### config.mk
export PLATFORM = sky130hd
export DESIGN_NAME = mem_arbiter_flat
export DESIGN_NICKNAME = d
export VERILOG_FILES = /design/src/rtl/mem_arbiter_if.sv /design/src/rtl/mem_arbiter.sv /design/src/flat_wrapper.sv
export SDC_FILE = /design/constraint.sdc
export NUM_CORES = 1
export LEC_CHECK = 0
export CAP_MARGIN = 20
export CORE_AREA = 2 2 104 106
export DETAILED_ROUTE_END_ITERATION = 8
export DIE_AREA = 0 0 106 108
export GPL_TIMING_DRIVEN = 0
export PLACE_DENSITY = 0.7
export SLEW_MARGIN = 20
export SYNTH_ARGS = -nofsm -noshare
export SYNTH_HDL_FRONTEND = slang
export SYNTH_SLANG_ARGS = --single-unit
### constraint.sdc
create_clock -name CLK -period 1.9 [get_ports CLK]
set_clock_uncertainty 0.15 [all_clocks]
set_input_delay 0.475 -clock CLK [delete_from_list [all_inputs] [get_ports CLK]]
set_output_delay 0.475 -clock CLK [all_outputs]
set_load 0.03 [all_outputs]
### src/rtl/mem_arbiter_if.sv
// Bus bundle between the two caches, the RAM port and mem_arbiter.
// slave is the arbiter's view; master is the side that supplies requests and RAM status.
interface mem_arbiter_if;
    logic        iREN;
    logic [31:0] iaddr;
    logic        iwait;
    logic [31:0] iload;

    logic        dREN;
    logic        dWEN;
    logic [31:0] daddr;
    logic [31:0] dstore;
    logic        dwait;
    logic [31:0] dload;

    logic        ramREN;
    logic        ramWEN;
    logic [31:0] ramaddr;
    logic [31:0] ramstore;
    logic [31:0] ramload;
    logic [1:0]  ramstate;

    modport slave (
        input  iREN, iaddr, dREN, dWEN, daddr, dstore, ramload, ramstate,
        output iwait, iload, dwait, dload, ramREN, ramWEN, ramaddr, ramstore
    );

    modport master (
        output iREN, iaddr, dREN, dWEN, daddr, dstore, ramload, ramstate,
        input  iwait, iload, dwait, dload, ramREN, ramWEN, ramaddr, ramstore
    );
endinterface

### src/rtl/mem_arbiter.sv
// Two-requester RAM arbiter: dcache priority with whole-block grants,
// and a starvation counter that forces an icache slot after long dcache traffic.
module mem_arbiter #(
    parameter int unsigned BURST_LEN  = 2,
    parameter int unsigned STARVE_MAX = 8
) (
    input  logic         CLK,
    input  logic         nRST,
    mem_arbiter_if.slave bus
);
    localparam int unsigned BW = $clog2(BURST_LEN + 1);
    localparam int unsigned SW = $clog2(STARVE_MAX + 1);
    localparam logic [BW-1:0] BCNT_LAST = BW'(BURST_LEN);
    localparam logic [SW-1:0] SCNT_MAX  = SW'(STARVE_MAX);
    localparam logic [1:0]    RAM_ACCESS = 2'd2;

    typedef enum logic [1:0] {
        IDLE,
        DGNT,
        IGNT
    } state_t;

    state_t        r_state;
    state_t        w_next;
    state_t        w_arb;
    logic [BW-1:0] r_bcnt;
    logic [BW-1:0] w_bcnt_nxt;
    logic [BW-1:0] w_bcnt_inc;
    logic [SW-1:0] r_scnt;
    logic [SW-1:0] w_scnt_nxt;
    logic          w_dreq;
    logic          w_access;

    assign w_dreq     = bus.dREN | bus.dWEN;
    assign w_access   = (bus.ramstate == RAM_ACCESS);
    assign w_bcnt_inc = r_bcnt + 1'b1;

    assign bus.iload  = bus.ramload;
    assign bus.dload  = bus.ramload;

    // Starvation check comes first so a saturated icache beats a pending dcache request.
    always_comb begin
        w_arb = IDLE;
        if (bus.iREN && (r_scnt == SCNT_MAX)) begin
            w_arb = IGNT;
        end else if (w_dreq) begin
            w_arb = DGNT;
        end else if (bus.iREN) begin
            w_arb = IGNT;
        end
    end

    always_comb begin
        w_next       = r_state;
        w_bcnt_nxt   = r_bcnt;
        bus.ramREN   = 1'b0;
        bus.ramWEN   = 1'b0;
        bus.ramaddr  = '0;
        bus.ramstore = '0;
        bus.iwait    = 1'b1;
        bus.dwait    = 1'b1;

        unique case (r_state)
            IDLE: begin
                w_next = w_arb;
            end
            DGNT: begin
                bus.ramaddr  = bus.daddr;
                bus.ramstore = bus.dstore;
                bus.ramWEN   = bus.dWEN;
                bus.ramREN   = bus.dREN & ~bus.dWEN;
                bus.dwait    = ~w_access;
                if (!w_dreq) begin
                    w_next     = w_arb;
                    w_bcnt_nxt = '0;
                end else if (w_access) begin
                    if (w_bcnt_inc == BCNT_LAST) begin
                        w_next     = w_arb;
                        w_bcnt_nxt = '0;
                    end else begin
                        w_bcnt_nxt = w_bcnt_inc;
                    end
                end
            end
            IGNT: begin
                bus.ramREN  = bus.iREN;
                bus.ramaddr = bus.iaddr;
                bus.iwait   = ~w_access;
                if (w_access || !bus.iREN) begin
                    w_next = w_arb;
                end
            end
            default: begin
                w_next = IDLE;
            end
        endcase
    end

    always_comb begin
        w_scnt_nxt = r_scnt;
        if (!bus.iREN) begin
            w_scnt_nxt = '0;
        end else if (r_state == IGNT) begin
            if (w_access) begin
                w_scnt_nxt = '0;
            end
        end else if (r_scnt != SCNT_MAX) begin
            w_scnt_nxt = r_scnt + 1'b1;
        end
    end

    always_ff @(posedge CLK or negedge nRST) begin
        if (!nRST) begin
            r_state <= IDLE;
            r_bcnt  <= '0;
            r_scnt  <= '0;
        end else begin
            r_state <= w_next;
            r_bcnt  <= w_bcnt_nxt;
            r_scnt  <= w_scnt_nxt;
        end
    end
endmodule
### src/flat_wrapper.sv
// flat-port wrapper written by rule: the top's interface ports become plain ports
module mem_arbiter_flat 
#(
    parameter int unsigned BURST_LEN  = 2,
    parameter int unsigned STARVE_MAX = 8
)
  (CLK, nRST, bus_iREN, bus_iaddr, bus_dREN, bus_dWEN, bus_daddr, bus_dstore, bus_ramload, bus_ramstate, bus_iwait, bus_iload, bus_dwait, bus_dload, bus_ramREN, bus_ramWEN, bus_ramaddr, bus_ramstore);
  mem_arbiter_if bus_i ();
  input  logic CLK;
  input  logic nRST;
  input wire logic [$bits(bus_i.iREN)-1:0] bus_iREN;
  input wire logic [$bits(bus_i.iaddr)-1:0] bus_iaddr;
  input wire logic [$bits(bus_i.dREN)-1:0] bus_dREN;
  input wire logic [$bits(bus_i.dWEN)-1:0] bus_dWEN;
  input wire logic [$bits(bus_i.daddr)-1:0] bus_daddr;
  input wire logic [$bits(bus_i.dstore)-1:0] bus_dstore;
  input wire logic [$bits(bus_i.ramload)-1:0] bus_ramload;
  input wire logic [$bits(bus_i.ramstate)-1:0] bus_ramstate;
  output wire logic [$bits(bus_i.iwait)-1:0] bus_iwait;
  output wire logic [$bits(bus_i.iload)-1:0] bus_iload;
  output wire logic [$bits(bus_i.dwait)-1:0] bus_dwait;
  output wire logic [$bits(bus_i.dload)-1:0] bus_dload;
  output wire logic [$bits(bus_i.ramREN)-1:0] bus_ramREN;
  output wire logic [$bits(bus_i.ramWEN)-1:0] bus_ramWEN;
  output wire logic [$bits(bus_i.ramaddr)-1:0] bus_ramaddr;
  output wire logic [$bits(bus_i.ramstore)-1:0] bus_ramstore;
  assign bus_i.iREN = bus_iREN;
  assign bus_i.iaddr = bus_iaddr;
  assign bus_i.dREN = bus_dREN;
  assign bus_i.dWEN = bus_dWEN;
  assign bus_i.daddr = bus_daddr;
  assign bus_i.dstore = bus_dstore;
  assign bus_i.ramload = bus_ramload;
  assign bus_i.ramstate = bus_ramstate;
  assign bus_iwait = bus_i.iwait;
  assign bus_iload = bus_i.iload;
  assign bus_dwait = bus_i.dwait;
  assign bus_dload = bus_i.dload;
  assign bus_ramREN = bus_i.ramREN;
  assign bus_ramWEN = bus_i.ramWEN;
  assign bus_ramaddr = bus_i.ramaddr;
  assign bus_ramstore = bus_i.ramstore;
  mem_arbiter #(.BURST_LEN(BURST_LEN), .STARVE_MAX(STARVE_MAX)) u_core (.CLK(CLK), .nRST(nRST), .bus(bus_i));
endmodule
## Yosys cells after proc, flatten, opt, wreduce, memory -nomap -nowiden

Cells that the tools add are included.

- Register bits after elaboration: 8
- Bits of input ports: 135
- Output and inout port bits: 132
- Logic and storage cells: 49

- Add/sub/neg operators: 2
- Equal/unequal tests: 12
- Multiplexer cells: 21
- Bitwise gates (word level): 4
- Reduce and logical (&&, ||, !) cells: 7

Operator list:

| kind | count |
|---|---|
| $pmux 32 s2 | 1 |
| $mux 32 | 1 |
| $mux 2 | 10 |
| $mux 4 | 4 |
| $eq 2x2->1 const B | 3 |
| $ne 3x3->1 const B | 2 |
| $pmux 2 s3 | 1 |
| $add 4x1->4 const B | 1 |
| $eq 4x4->1 const B | 1 |
| $ne 4x4->1 const B | 1 |
| $reduce_and 2->1 | 2 |
| $mux 1 | 3 |
| $ne 3x1->1 const B | 1 |
| $ne 3x2->1 const B | 1 |
| $reduce_and 3->1 | 1 |
| $add 2x1->2 const B | 1 |
| $eq 2x1->1 const B | 1 |
| $logic_not 2->1 | 1 |
| $ne 2x1->1 const B | 1 |
| $ne 2x2->1 const B | 1 |
| $not 1->1 | 2 |
| $pmux 1 s2 | 1 |
| $and 1x1->1 | 1 |
| $logic_and 1x1->1 | 1 |
| 3 further kinds | 3 |

## Longest topological paths before layout

Gate-level depths: netlist (run 1).

- Word-level depth: 7
- Depth in mapped cells: 7

## Worst setup path before layout (run 1)

No wires, ideal clock.

- Path kind: register -> output
- Start: reg u_core.r_state[0]
- End: out bus_ramaddr[16]
- Arrival: 1.637 ns
- Data required time: 1.275 ns
- Path slack: -0.362 ns
- Cell stages (with the launch flop): 7
- Buffers on the path: 2
- Cells stage by stage: dfrtp_1 -> inv_1 -> ha_1 -> clkbuf_1 -> clkbuf_1 -> a22oi_1 -> nor2_1

- Longest elaborated chain between the ends: 2

Ends and longest elaborated chain:

| what | line | source |
|---|---|---|
| start: declaration | mem_arbiter.sv:23 | `state_t r_state;` |
| start signal: assignment | mem_arbiter.sv:118 | `r_state <= w_next;` |
| $eq 2x2->1 or $eq 2x1->1 (tied branches) | mem_arbiter.sv:63 | `unique case (r_state)` |
| $pmux 32 s2 * | mem_arbiter.sv:63 |  |
| end: declaration | flat_wrapper.sv:25 | `output wire logic [$bits(bus_i.ramaddr)-1:0] bus_ramaddr;` |

Mark *: on every way between the ends. The rest lies on a longest branch, timed or not.

## Final worst setup path (run 1)

- Start: reg u_core.r_state[1]
- End: out bus_ramaddr[16]

The elaborated chain is that of the path after synthesis.

==> results.cfg, run 1 <==
[synthesis]
synth_seq_cells = 8
syn_area_um2 = 1670
yosys_warnings = 0
synth_area_per_cell_um2 = 7.10
synth_cells = 235
async_flop_share_pct = 100
synth_ff_type = dfrtp_1
syn-num-nets = 377
synth_cell_type_count = 30
synth_edf_count = 0
seq_area_frac_synth_pct = 12.0

[clocking]
numCtsBuffers = 3
clock-sinks = 8
clk_path_buf_depth = 2
insertion_delay_ps = 220
cts_tree = done
cts-root-buf = clkbuf_8
h-tree-depth = 1
path_clk_slew_ps = 40

[placed_design]
hpwl_mm = 7.42
gp_congestion = 0.817
io_buffers = 234
placed_area_um2 = 4540

[drt]
wl_mm = 9.51
drc_errors = 0
antenna_left = 0
top_layer = met4
wl_met3_um = 671
drt-met1-wl_mm = 3.43
drt_first_pass_iters = 4
met2WireLength_mm = 5.32
drtIter0Drc = 55
viasPerCell = 4.06
wl_per_cell_um = 15.1
vias = 2560

[cells_and_area]
multi_input_area_um2 = 1450
fill_cells = 904
nNetsFinal = 638
regArea_um2 = 203
postLayoutCellArea_um2 = 5370
fin_util_pct = 52.5
drive_gt1_share_pct = 57.1
area_growth_pct = 222
n_antenna_cell = 0

[timing]
setup_violations = 67
setup_slack_ps = -345
period_minus_slack_ps = 2240
max-slew-margin-rel_pct = 75.4
period_share_pct = 118
slew_violations = 0
rsz0062_at_grt = yes
hold_viol = 0
worst_pin_slew_ps = 368
fmax_mhz = 445

[setup_path]
reg2regPathDepth = 6
r2r-start = u_core.r_state[1]
cp.arrival_ps = 1620
cp-startpoint = u_core.r_state[1]
critical_path_class = reg2out
endpoint_kind = primary output
cp.required_ps = 1270
cp_max_fo = 9
cp-start-kind = flip-flop

[power_and_ir_drop]
p_leak_uw = 0.00230
p_sw_uw = 3180
power_frac_comb_pct = 93.3
p_sw_share_pct = 47.5
p_clk_share_pct = 2.9
p_seq_share_pct = 3.8
vdd_drop_max_mv = 0.724
cellInternalPower_uw = 3530
powerDensity_nw_per_um2 = 1250

[die]
fp.dieH_um = 108
coreArea_um2 = 10200
num_rows = 37
boundaryPins = 267
start_util_pct = 16.3
die_x_um = 106
dieArea_um2 = 11400

[grt]
grt_max_degree = 11
groute.usage.overall_pct = 15.3
gr-total-overflow = 0
grt_pass1_vias = 2712
antenna_found_initial = 0
grt_pass1_wl_mm = 14.2

[min_path]
whs_path_depth = 1
hp-start = u_core.r_bcnt[0]
hold_path_class = reg2reg

[flow_run]
cap_violations = 0

[run_status]
status = finished, violations left
violations = setup timing
[cells by family after synthesis]
family                     synth area share (%)
muxes                                      1.27
adders and majority gates                  5.25
and+or+nand+nor                            28.4
DFF                                        12.0
AOI/OAI and AO/OA                          19.6
buffers and inverters                      33.4
[power by group through the flow]
stage,clock network [uW],logic [uW],registers [uW]
finish,195,6260,255
global route,213,6560,262
CTS,202,6150,250
detailed placement,0,4630,251
global placement,0,4600,247
floorplan,0,2970,241
[worst paths after layout]
check | end | slack, ps
max in group asynchronous | u_core.r_state[0] | 920
min in group asynchronous | u_core.r_scnt[0] | 390
max reg2reg | u_core.r_scnt[2] | 20
min reg2reg | u_core.r_bcnt[0] | 340
max | bus_ramaddr[16] | -340
min | u_core.r_bcnt[0] | 340
[Yosys cell counts (2+ instances only)]
master | count | area (um^2)
o21ai_1 | 2 | 10.0
and2_1 | 33 | 206
nor2_1 | 34 | 128
nor2b_1 | 2 | 12.5
o21ai_0 | 6 | 30.0
o31ai_1 | 2 | 15.0
inv_1 | 5 | 18.8
a22oi_1 | 32 | 240
nand2_1 | 9 | 33.8
dfrtp_1 | 8 | 200
clkbuf_1 | 13 | 48.8
ha_1 | 7 | 87.6
buf_4 | 64 | 480
buf_2 | 2 | 10.0
[what timing repair did]
action	CTS	global route
pin swaps	51	5
gates cloned	8	1
endpoints found under the hold margin	0	0
setup endpoints to repair	68	71
hold buffers	0	0
resized for setup	578	11
buffers inserted	13	2
[metrics by stage]
stage | setup WS [ps] | TNS (ps) | hold WS (ps) | cells | power [uW]
finish | -345 | -17290 | 341 | 630 | 6710
global route | -389 | -21650 | 378 | 630 | 7030
CTS | -338 | -17440 | 350 | 627 | 6600
detailed placement | -938 | -55660 | 339 | 605 | 4880
global placement | -913 | -54370 | 324 | 605 | 4840
floorplan | -69.2 | -1460 | 29.4 | 235 | 3210
[routing by layer]
layer / vias to the layer above / track usage (%)
met5: - / 0
met4: 0 / 2.44
met3: 10 / 2.47
met2: 119 / 30.9
met1: 1190 / 17.1
li1: 1241 / -
[area by class of cell]
cell class | count | share of cell area [%]
sequential | 8 | 3.78
timing repair buffer | 258 | 51.0
multi-input combinational | 143 | 26.9
inverter | 5 | 0.350
buffer | 77 | 14.0
tap | 136 | 3.17
clock buffer | 3 | 0.769
[registers in the layout, indices dropped and copies added (netlist names)]
register        count
u_core.r_state      2
u_core.r_scnt       4
u_core.r_bcnt       2
[cell usage in the layout, fill, tap and decap left out, types with 5 or more instances in the layout]
cell type / n
nand2_1: 8
buf_6: 68
clkbuf_8: 6
buf_8: 8
buf_12: 5
and2_4: 33
clkdlybuf4s50_1: 162
buf_4: 75
o21ai_0: 6
clkbuf_16: 7
dfrtp_1: 6
nor2_4: 30
a22oi_2: 30
[critical path, cell delays in order, from the launching register on]
cell and delay, ps:
dfrtp_2 430, buf_6 130, ha_4 230, clkbuf_16 180, a22oi_2 230, nor2_4 60
buf_6 130
(Power assumes the default switching activity.)
==> inputs of run 2 (changes only) <==
CTS_CLUSTER_SIZE = 8   (was unset)
==> results of run 2 <==
No change in the layout: final DEF, timing and power equal those of run 1.
